--- src/rtl/mc_pkg.sv ---
// Shared definitions for the microcontroller sequencer: opcodes, FSM states,
// register indices and instruction field positions.
package mc_pkg;

   localparam int INSTR_WIDTH = 16;
   localparam int NUM_REGS    = 5;

   localparam int OPC_MSB = 15;
   localparam int OPC_LSB = 12;
   localparam int P1_MSB  = 11;
   localparam int P1_LSB  = 6;
   localparam int P2_MSB  = 5;
   localparam int P2_LSB  = 0;

   typedef logic [3:0] opcode_t;

   localparam opcode_t OP_NOP  = 4'h0;
   localparam opcode_t OP_MOV  = 4'h1;
   localparam opcode_t OP_MVI  = 4'h2;
   localparam opcode_t OP_ADD  = 4'h3;
   localparam opcode_t OP_SUB  = 4'h4;
   localparam opcode_t OP_JMP  = 4'h5;
   localparam opcode_t OP_HALT = 4'hF;

   localparam logic [2:0] REG_R0 = 3'd0;
   localparam logic [2:0] REG_R1 = 3'd1;
   localparam logic [2:0] REG_R2 = 3'd2;
   localparam logic [2:0] REG_R3 = 3'd3;
   localparam logic [2:0] REG_P0 = 3'd4;

   typedef enum logic [2:0] {
      IDLE   = 3'd0,
      FETCH  = 3'd1,
      DECODE = 3'd2,
      EX1    = 3'd3,
      EX2    = 3'd4,
      EX3    = 3'd5,
      DONE   = 3'd6,
      HALT   = 3'd7
   } state_e;

endpackage

--- src/rtl/mc_reg_decoder.sv ---
// Maps a 6-bit register-select field onto the one-hot {P0,R3,R2,R1,R0} enables.
module mc_reg_decoder
   import mc_pkg::*;
(
   input  logic [5:0]          param_i,
   output logic [NUM_REGS-1:0] onehot_o,
   output logic                valid_o
);

   assign valid_o  = (param_i[5:3] == 3'b000) && (param_i[2:0] <= REG_P0);
   assign onehot_o = valid_o ? (NUM_REGS'(1) << param_i[2:0]) : '0;

endmodule

--- src/rtl/mc_control_unit.sv ---
// Instruction sequencer: fetches, decodes and drives every bus enable of the
// datapath one cycle at a time. Outputs depend only on state_q and ir_q.
module mc_control_unit
   import mc_pkg::*;
#(
   parameter int PC_WIDTH  = 8,
   parameter int IMM_WIDTH = 6
) (
   input  logic                   clk,
   input  logic                   rst,
   input  logic                   run,
   output logic [PC_WIDTH-1:0]    mem_addr,
   output logic                   mem_rd,
   input  logic                   mem_ack,
   input  logic [INSTR_WIDTH-1:0] mem_data,
   output logic [NUM_REGS-1:0]    reg_in,
   output logic [NUM_REGS-1:0]    reg_out,
   output logic                   imm_out,
   output logic [IMM_WIDTH-1:0]   imm_val,
   output logic                   a_in,
   output logic                   g_in,
   output logic                   g_out,
   output logic                   alu_op,
   output logic                   done,
   output logic                   halted,
   output logic                   illegal
);

   state_e                 state_q, state_d;
   logic [PC_WIDTH-1:0]    pc_q, pc_d;
   logic [INSTR_WIDTH-1:0] ir_q, ir_d;
   logic                   illegal_q, illegal_d;

   opcode_t             opcode;
   logic [5:0]          param1, param2;
   logic [NUM_REGS-1:0] sel_i, sel_j;
   logic                valid_i, valid_j;

   assign opcode = ir_q[OPC_MSB:OPC_LSB];
   assign param1 = ir_q[P1_MSB:P1_LSB];
   assign param2 = ir_q[P2_MSB:P2_LSB];

   mc_reg_decoder u_dec_i (.param_i(param1), .onehot_o(sel_i), .valid_o(valid_i));
   mc_reg_decoder u_dec_j (.param_i(param2), .onehot_o(sel_j), .valid_o(valid_j));

   // NOTE: state registers use non-blocking assignments so every flop samples
   // its pre-edge value regardless of process ordering.
   always_ff @(posedge clk or negedge rst) begin
      if (!rst) begin
         state_q   <= IDLE;
         pc_q      <= '0;
         ir_q      <= '0;
         illegal_q <= 1'b0;
      end else begin
         state_q   <= state_d;
         pc_q      <= pc_d;
         ir_q      <= ir_d;
         illegal_q <= illegal_d;
      end
   end

   // NOTE: every signal gets a default at the top of the block so no path
   // leaves it unassigned, which would otherwise infer a latch.
   always_comb begin
      state_d   = state_q;
      pc_d      = pc_q;
      ir_d      = ir_q;
      illegal_d = illegal_q;
      mem_rd    = 1'b0;
      reg_in    = '0;
      reg_out   = '0;
      imm_out   = 1'b0;
      imm_val   = '0;
      a_in      = 1'b0;
      g_in      = 1'b0;
      g_out     = 1'b0;
      alu_op    = 1'b0;
      done      = 1'b0;
      halted    = 1'b0;

      unique case (state_q)
         IDLE: if (run) state_d = FETCH;
         FETCH: begin
            mem_rd = 1'b1;
            if (mem_ack) begin
               ir_d    = mem_data;
               pc_d    = pc_q + PC_WIDTH'(1);
               state_d = DECODE;
            end
         end
         DECODE: begin
            // Register fields are validated only where the opcode uses them.
            unique case (opcode)
               OP_NOP:                 state_d = DONE;
               OP_MOV, OP_ADD, OP_SUB: state_d = (valid_i && valid_j) ? EX1 : HALT;
               OP_MVI:                 state_d = valid_i ? EX1 : HALT;
               OP_JMP:                 state_d = EX1;
               OP_HALT:                state_d = HALT;
               default:                state_d = HALT;
            endcase
            illegal_d = (state_d == HALT) && (opcode != OP_HALT);
         end
         EX1: begin
            state_d = DONE;
            unique case (opcode)
               OP_MOV: begin
                  reg_out = sel_j;
                  reg_in  = sel_i;
               end
               OP_MVI: begin
                  imm_out = 1'b1;
                  imm_val = IMM_WIDTH'(param2);
                  reg_in  = sel_i;
               end
               OP_ADD, OP_SUB: begin
                  reg_out = sel_i;
                  a_in    = 1'b1;
                  state_d = EX2;
               end
               OP_JMP:  pc_d = PC_WIDTH'(ir_q[P1_MSB:P2_LSB]);
               default: ;
            endcase
         end
         EX2: begin
            reg_out = sel_j;
            g_in    = 1'b1;
            alu_op  = (opcode == OP_SUB);
            state_d = EX3;
         end
         EX3: begin
            g_out   = 1'b1;
            reg_in  = sel_i;
            state_d = DONE;
         end
         DONE: begin
            done    = 1'b1;
            state_d = run ? FETCH : IDLE;
         end
         HALT:    halted = 1'b1;
         default: state_d = IDLE;
      endcase
   end

   assign mem_addr = pc_q;
   assign illegal  = illegal_q;

endmodule

--- config.mk ---
export PLATFORM = sky130hd
export DESIGN_NAME = mc_control_unit
export DESIGN_NICKNAME = d
export VERILOG_FILES = /design/src/rtl/mc_pkg.sv /design/src/rtl/mc_reg_decoder.sv /design/src/rtl/mc_control_unit.sv
export SDC_FILE = /design/constraint.sdc
export NUM_CORES = 1
export LEC_CHECK = 0
export ABC_AREA = 1
export CAP_MARGIN = 5
export CELL_PAD_IN_SITES_DETAIL_PLACEMENT = 1
export CELL_PAD_IN_SITES_GLOBAL_PLACEMENT = 2
export CORE_ASPECT_RATIO = 1.1
export CORE_MARGIN = 3
export CORE_UTILIZATION = 25
export CTS_CLUSTER_DIAMETER = 200
export DETAILED_ROUTE_END_ITERATION = 16
export PLACE_DENSITY = 0.78
export SLEW_MARGIN = 20
export SYNTH_ARGS = -nofsm -noshare
export SYNTH_HDL_FRONTEND = slang
export SYNTH_SLANG_ARGS = --single-unit
--- constraint.sdc ---
create_clock -name clk -period 1.77 [get_ports clk]
set_input_delay 0.354 -clock clk [delete_from_list [all_inputs] [get_ports clk]]
set_output_delay 0.354 -clock clk [all_outputs]
set_load 0.1 [all_outputs]
### Word level (Yosys, flattened, before mapping)

Cells that the tools add are included.

| operators by class | value |
|---|---|
| add/sub/neg operators | 1 |
| order comparisons | 2 |
| equal/unequal tests | 17 |
| shift-type cells | 2 |
| multiplexer cells | 30 |
| reductions and logical operators | 16 |

Operators with widths:

| cell | count |
|---|---|
| one-hot mux 5 bit (2 select lines) | 3 |
| one-hot mux 3 bit (7 select lines) | 1 |
| two-way mux 8 bit | 2 |
| one-hot mux 8 bit (2 select lines) | 1 |
| equality test 3 bit (second input constant) | 5 |
| two-way mux 3 bit | 5 |
| two-way mux 5 bit | 3 |
| two-way mux 6 bit | 2 |
| one-hot mux 3 bit (4 select lines) | 1 |
| two-way mux 1 bit | 11 |
| << shifter 1 x 3 -> 5 bit (first input constant) | 2 |
| zero test 3 bit | 3 |
| adder 8 x 1 -> 8 bit (second input constant) | 1 |
| equality test 4 x 2 -> 1 bit (second input constant) | 2 |
| equality test 4 x 3 -> 1 bit (second input constant) | 2 |
| nonzero test 7 bit | 1 |
| equality test 3 x 2 -> 1 bit (second input constant) | 2 |
| <= comparator 3 bit (second input constant) | 2 |
| inequality test 2 bit (second input constant) | 3 |
| AND reduction 3 bit | 2 |
| equality test 4 x 1 -> 1 bit (second input constant) | 1 |
| logical AND 1 bit | 4 |
| zero test 4 bit | 1 |
| inequality test 4 bit (second input constant) | 1 |
| other kinds (6) | 7 |

| word-level totals | value |
|---|---|
| register bits | 28 |
| bits of input ports | 20 |
| output and inout bits | 33 |
| word-level logic and storage cells | 72 |

### Longest topological paths before layout

| logic depth | value |
|---|---|
| word-level depth | 8 |
| gate-level depth with buffers | 9 |

### Hierarchy

A second synthesis with hierarchy kept.

| unflattened totals | value |
|---|---|
| cell total of the unflattened synthesis | 256 |
| area total of the unflattened synthesis | 1815.5 um^2 |

By module, submodules not included:

| module | times used | cells an instance | area an instance (um^2) | sequential area each (um^2) |
|---|---|---|---|---|
| mc_control_unit | 1 | 218 | 1660.3 | 700.7 |
| mc_reg_decoder | 2 | 19 | 77.6 | 0.0 |

### Worst setup path after synthesis

No wires, ideal clock.

| timing path | value |
|---|---|
| path type | register to output |
| from | register state_q[1] |
| to | output reg_in[0] |
| arrival time | 3476 ps |
| data required time | 1416 ps |
| slack | -2060 ps |
| stages on the path, launching flop included | 8 |
| buffers on the path | 0 |
| path through | dfrtp_1 > inv_2 > nand2_1 > nor2_1 > inv_1 > nand3_2 > inv_2 > nor2_1 |

| on the way | value |
|---|---|
| cells in the longest elaborated chain, start to end | 2 |

RTL lines:

| item | line | text |
|---|---|---|
| start, declared | mc_control_unit.sv:29 | `state_e state_q, state_d;` |
| start signal, assigned | mc_control_unit.sv:55 | `state_q <= state_d;` |
| equality test 3 bit / equality test 3 x 2 -> 1 bit (equally long branches) | mc_control_unit.sv:81 | `unique case (state_q)` |
| one-hot mux 5 bit (2 select lines) (*) | mc_control_unit.sv:81 |  |
| end, declared | mc_control_unit.sv:16 | `output logic [NUM_REGS-1:0] reg_in,` |

Every way passes the cells marked *; elsewhere a longest branch is shown, timed or not.

### Final worst setup path

| timing path | value |
|---|---|
| from | register ir_q[13] |
| to | output reg_out[2] |

| on the way | value |
|---|---|
| cells in the longest elaborated chain, start to end | 4 |

RTL lines:

| item | line | text |
|---|---|---|
| start, declared | mc_control_unit.sv:31 | `logic [INSTR_WIDTH-1:0] ir_q, ir_d;` |
| start signal, assigned | mc_control_unit.sv:57 | `ir_q <= ir_d;` |
| equality test 4 x 3 -> 1 bit / equality test 4 x 2 -> 1 bit (equally long branches) | mc_control_unit.sv:105 | `unique case (opcode)` |
| OR reduction 2 bit | mc_control_unit.sv:105 |  |
| one-hot mux 5 bit (2 select lines) (*) | mc_control_unit.sv:105 |  |
| one-hot mux 5 bit (2 select lines) (*) | mc_control_unit.sv:81 |  |
| end, declared | mc_control_unit.sv:17 | `output logic [NUM_REGS-1:0] reg_out,` |

Marked as above.

==> results.ini <==
[synth]
syn_area_per_cell_um2=6.829
yosys.area.top_type=dfrtp_1
ys_warn_count=0
synth.area.top_cells=dfrtp_1, nand2_1, nor2_1, inv_1, o21ai_0
ys_ff_latch=28
yosysSeqAreaShare=0.3946
ys_types=29
syn_nets=281
syn_inst=260
synth_top_area_frac=0.3946
syn_area_um2=1775

[timing]
relSlewSlack=0.7433
finalCritPeriodShare=1.208
maxSlewViolCount=0
setup_slack_ns=-0.3678
rsz0062_at_grt=true
fmax_mhz=467.8
post-route-min-period_ns=2.138
clock_skew_ns=0.003687
final-setup-viol-count=19
tightestPinTransition_ns=0.3851
hold_viol_final=0

[grt]
grt_first_pass_wirelength_um=10560
antenna_found_initial=0
first_global_vias=2142
grt_util_all_layers=0.1650
grt_max_degree=29
grt_overflow=0

[status]
outcome=complete, but fails checks
violations=setup timing

[clocking]
ctsRootBufferMaster=clkbuf_8
cts.sinks=28
htreeDepth=1
numCtsBuffers=3
cts_tree=yes
clock_latency_ns=0.29
clock_path_buffers=2
path_clk_slew_ns=0.11

[placed_design]
gp_congestion=0.7891
dp.cells=425
post-dp-hpwl_um=4998
io_buffers=52

[cells_and_area]
mostFrequentLayoutCell=nand2_1
syn2layout_area_growth_pct=95.98
final_cells=439
antenna_cells=0
final_cell_mix=nand2_1, buf_4, buf_12, dfrtp_1, o21ai_0
fillCellCount=803
layout-drive-gt1-share=0.4566
nets=379

[routing]
route.detailed.drc=0
via_per_inst=4.683
drt_iter0_markers=57
antenna_left=0
totalWireLength_um=6390
vias=2056
detail_route.wl_per_cell_um=14.56
drtPass1Iterations=4

[worst_setup_path]
slowest_delay_ns=0.42
crit_top_cell=nand2_2
startpoint_type=register
path_cells=inv_2, nand2_4, nor2_4, nand2_2, nand2_2, nand4_1, o21ai_4, buf_12
critPathKind=register to output pin
crit_arrival_ns=1.78
critical-path-slowest-cell=dfrtp_1
end_kind=output pin
crit_fanout=2
required_ns=1.42
r2r_start=ir_q[12]$_DFFE_PN0P_
crit_start=ir_q[13]$_DFFE_PN0P_

[floorplan]
num_rows=31
coreArea_um2=6749
io_pins=53
die-area_um2=8150
die_height_um=94.39
initial_utilization=0.2631
fp.dieW_um=86.35

[power]
power.density_nw_per_um2=1912
p_leak_nw=1.575
ir_drop_v=0.001356
total_power_mw=6.654

[job]
max_cap_viol_count=0

[worst_hold_path]
hp-class=input pin to asynchronous set/reset pin

## stage by stage
step / worst slack, ns / setup TNS, ns / util / hold slack (ns) / area (µm²)
2_1_floorplan: -0.3986 / -4.432 / - / 0.05841 / 1958
3_3_place_gp: -0.04957 / -0.09136 / 0.4648 / 0.5109 / 3137
6_report: -0.3678 / -5.122 / 0.5156 / 0.4528 / 3480
3_5_place_dp: -0.1016 / -0.2857 / 0.4648 / 0.5205 / 3137
4_1_cts: -0.3792 / -5.951 / 0.5037 / 0.4645 / 3400
5_1_grt: -0.4669 / -6.602 / 0.5156 / 0.4974 / 3480
## logic make-up after synthesis
kind of cell    synth area share
simple gates              0.3503
compound gates            0.1367
buf+inv                   0.1113
flops                     0.3946
fa+ha+maj               0.007046
## synthesized netlist by cell type
cell / instances
nand2_1: 75
nor2_1: 35
inv_1: 32
dfrtp_1: 28
o21ai_0: 22
nand3_1: 13
a21oi_1: 8
inv_2: 5
nor3_1: 4
o21ai_1: 4
a31oi_1: 3
buf_2: 3
nand3_2: 3
nand4_1: 3
nor2_2: 3
a21oi_2: 2
buf_6: 2
nand2_4: 2
nand3b_1: 2
o22ai_1: 2
a211oi_1: 1
buf_8: 1
ha_1: 1
inv_4: 1
nand2_2: 1
nor4_1: 1
o211ai_1: 1
o221ai_1: 1
or2_2: 1
## final timing paths
check                                     endpoint  slack (ns)  depth (start not counted)
hold reg to reg                ir_q[9]$_DFFE_PN0P_        0.54                          2
setup reg to reg            state_q[2]$_DFFE_PN0P_        0.10                         10
setup / recovery                        reg_out[2]       -0.37                          8
hold / removal                 ir_q[3]$_DFFE_PN0P_        0.45                          2
max in group asynchronous  mem_addr[1]$_DFFE_PN0P_        1.02                          2
min in group clk               ir_q[9]$_DFFE_PN0P_        0.54                          2
## power breakdown
| group | switching (mW) | internal [mW] | total [mW] |
|---|---|---|---|
| Combinational | 2.97 | 1.79 | 4.75 |
| Clock | 0.236 | 0.304 | 0.540 |
| Sequential | 0.400 | 0.962 | 1.36 |
| Total | 3.60 | 3.05 | 6.65 |
## registers in the layout (all words and copies together), names as in the netlist
register  flops
illegal       1
state_q       3
mem_addr      8
ir_q         16
## worst max-delay path, delay by kind of cell, from the launching register on
| kind | cells | cell delay [ns] |
|---|---|---|
| AND/OR/NAND/NOR | 5 | 0.58 |
| flip-flops | 1 | 0.42 |
| buffers and inverters | 2 | 0.27 |
| AO/OA/AOI/OAI | 1 | 0.23 |
## per-layer routing
| metal | vias up | global-route usage | share of wire |
|---|---|---|---|
| li1 | 1022 | - | - |
| met1 | 991 | 0.1969 | 0.43 |
| met2 | 37 | 0.3106 | 0.53 |
| met3 | 6 | 0.01222 | 0.027 |
| met4 | 0 | 0.05195 | 0.015 |
| met5 | - | 0 | 0 |
## cell type report
class                   count  area [µm²]  area share
well taps                  82       102.6     0.02949
clock buffers               3       41.29     0.01187
clock inverters             1       30.03    0.008630
multi-input cells         188        1200      0.3448
inverters                  38       166.4     0.04782
repair buffers             99        1234      0.3545
flip-flops and latches     28       705.7      0.2028
## what timing repair did
item	CTS	global route
hold endpoints to repair	0	0
pin swaps	16	18
hold buffers	0	0
buffers inserted	6	6
gates resized for setup	41	17
setup endpoints to repair	22	20
No activity file was read; power rests on OpenSTA's default activity.
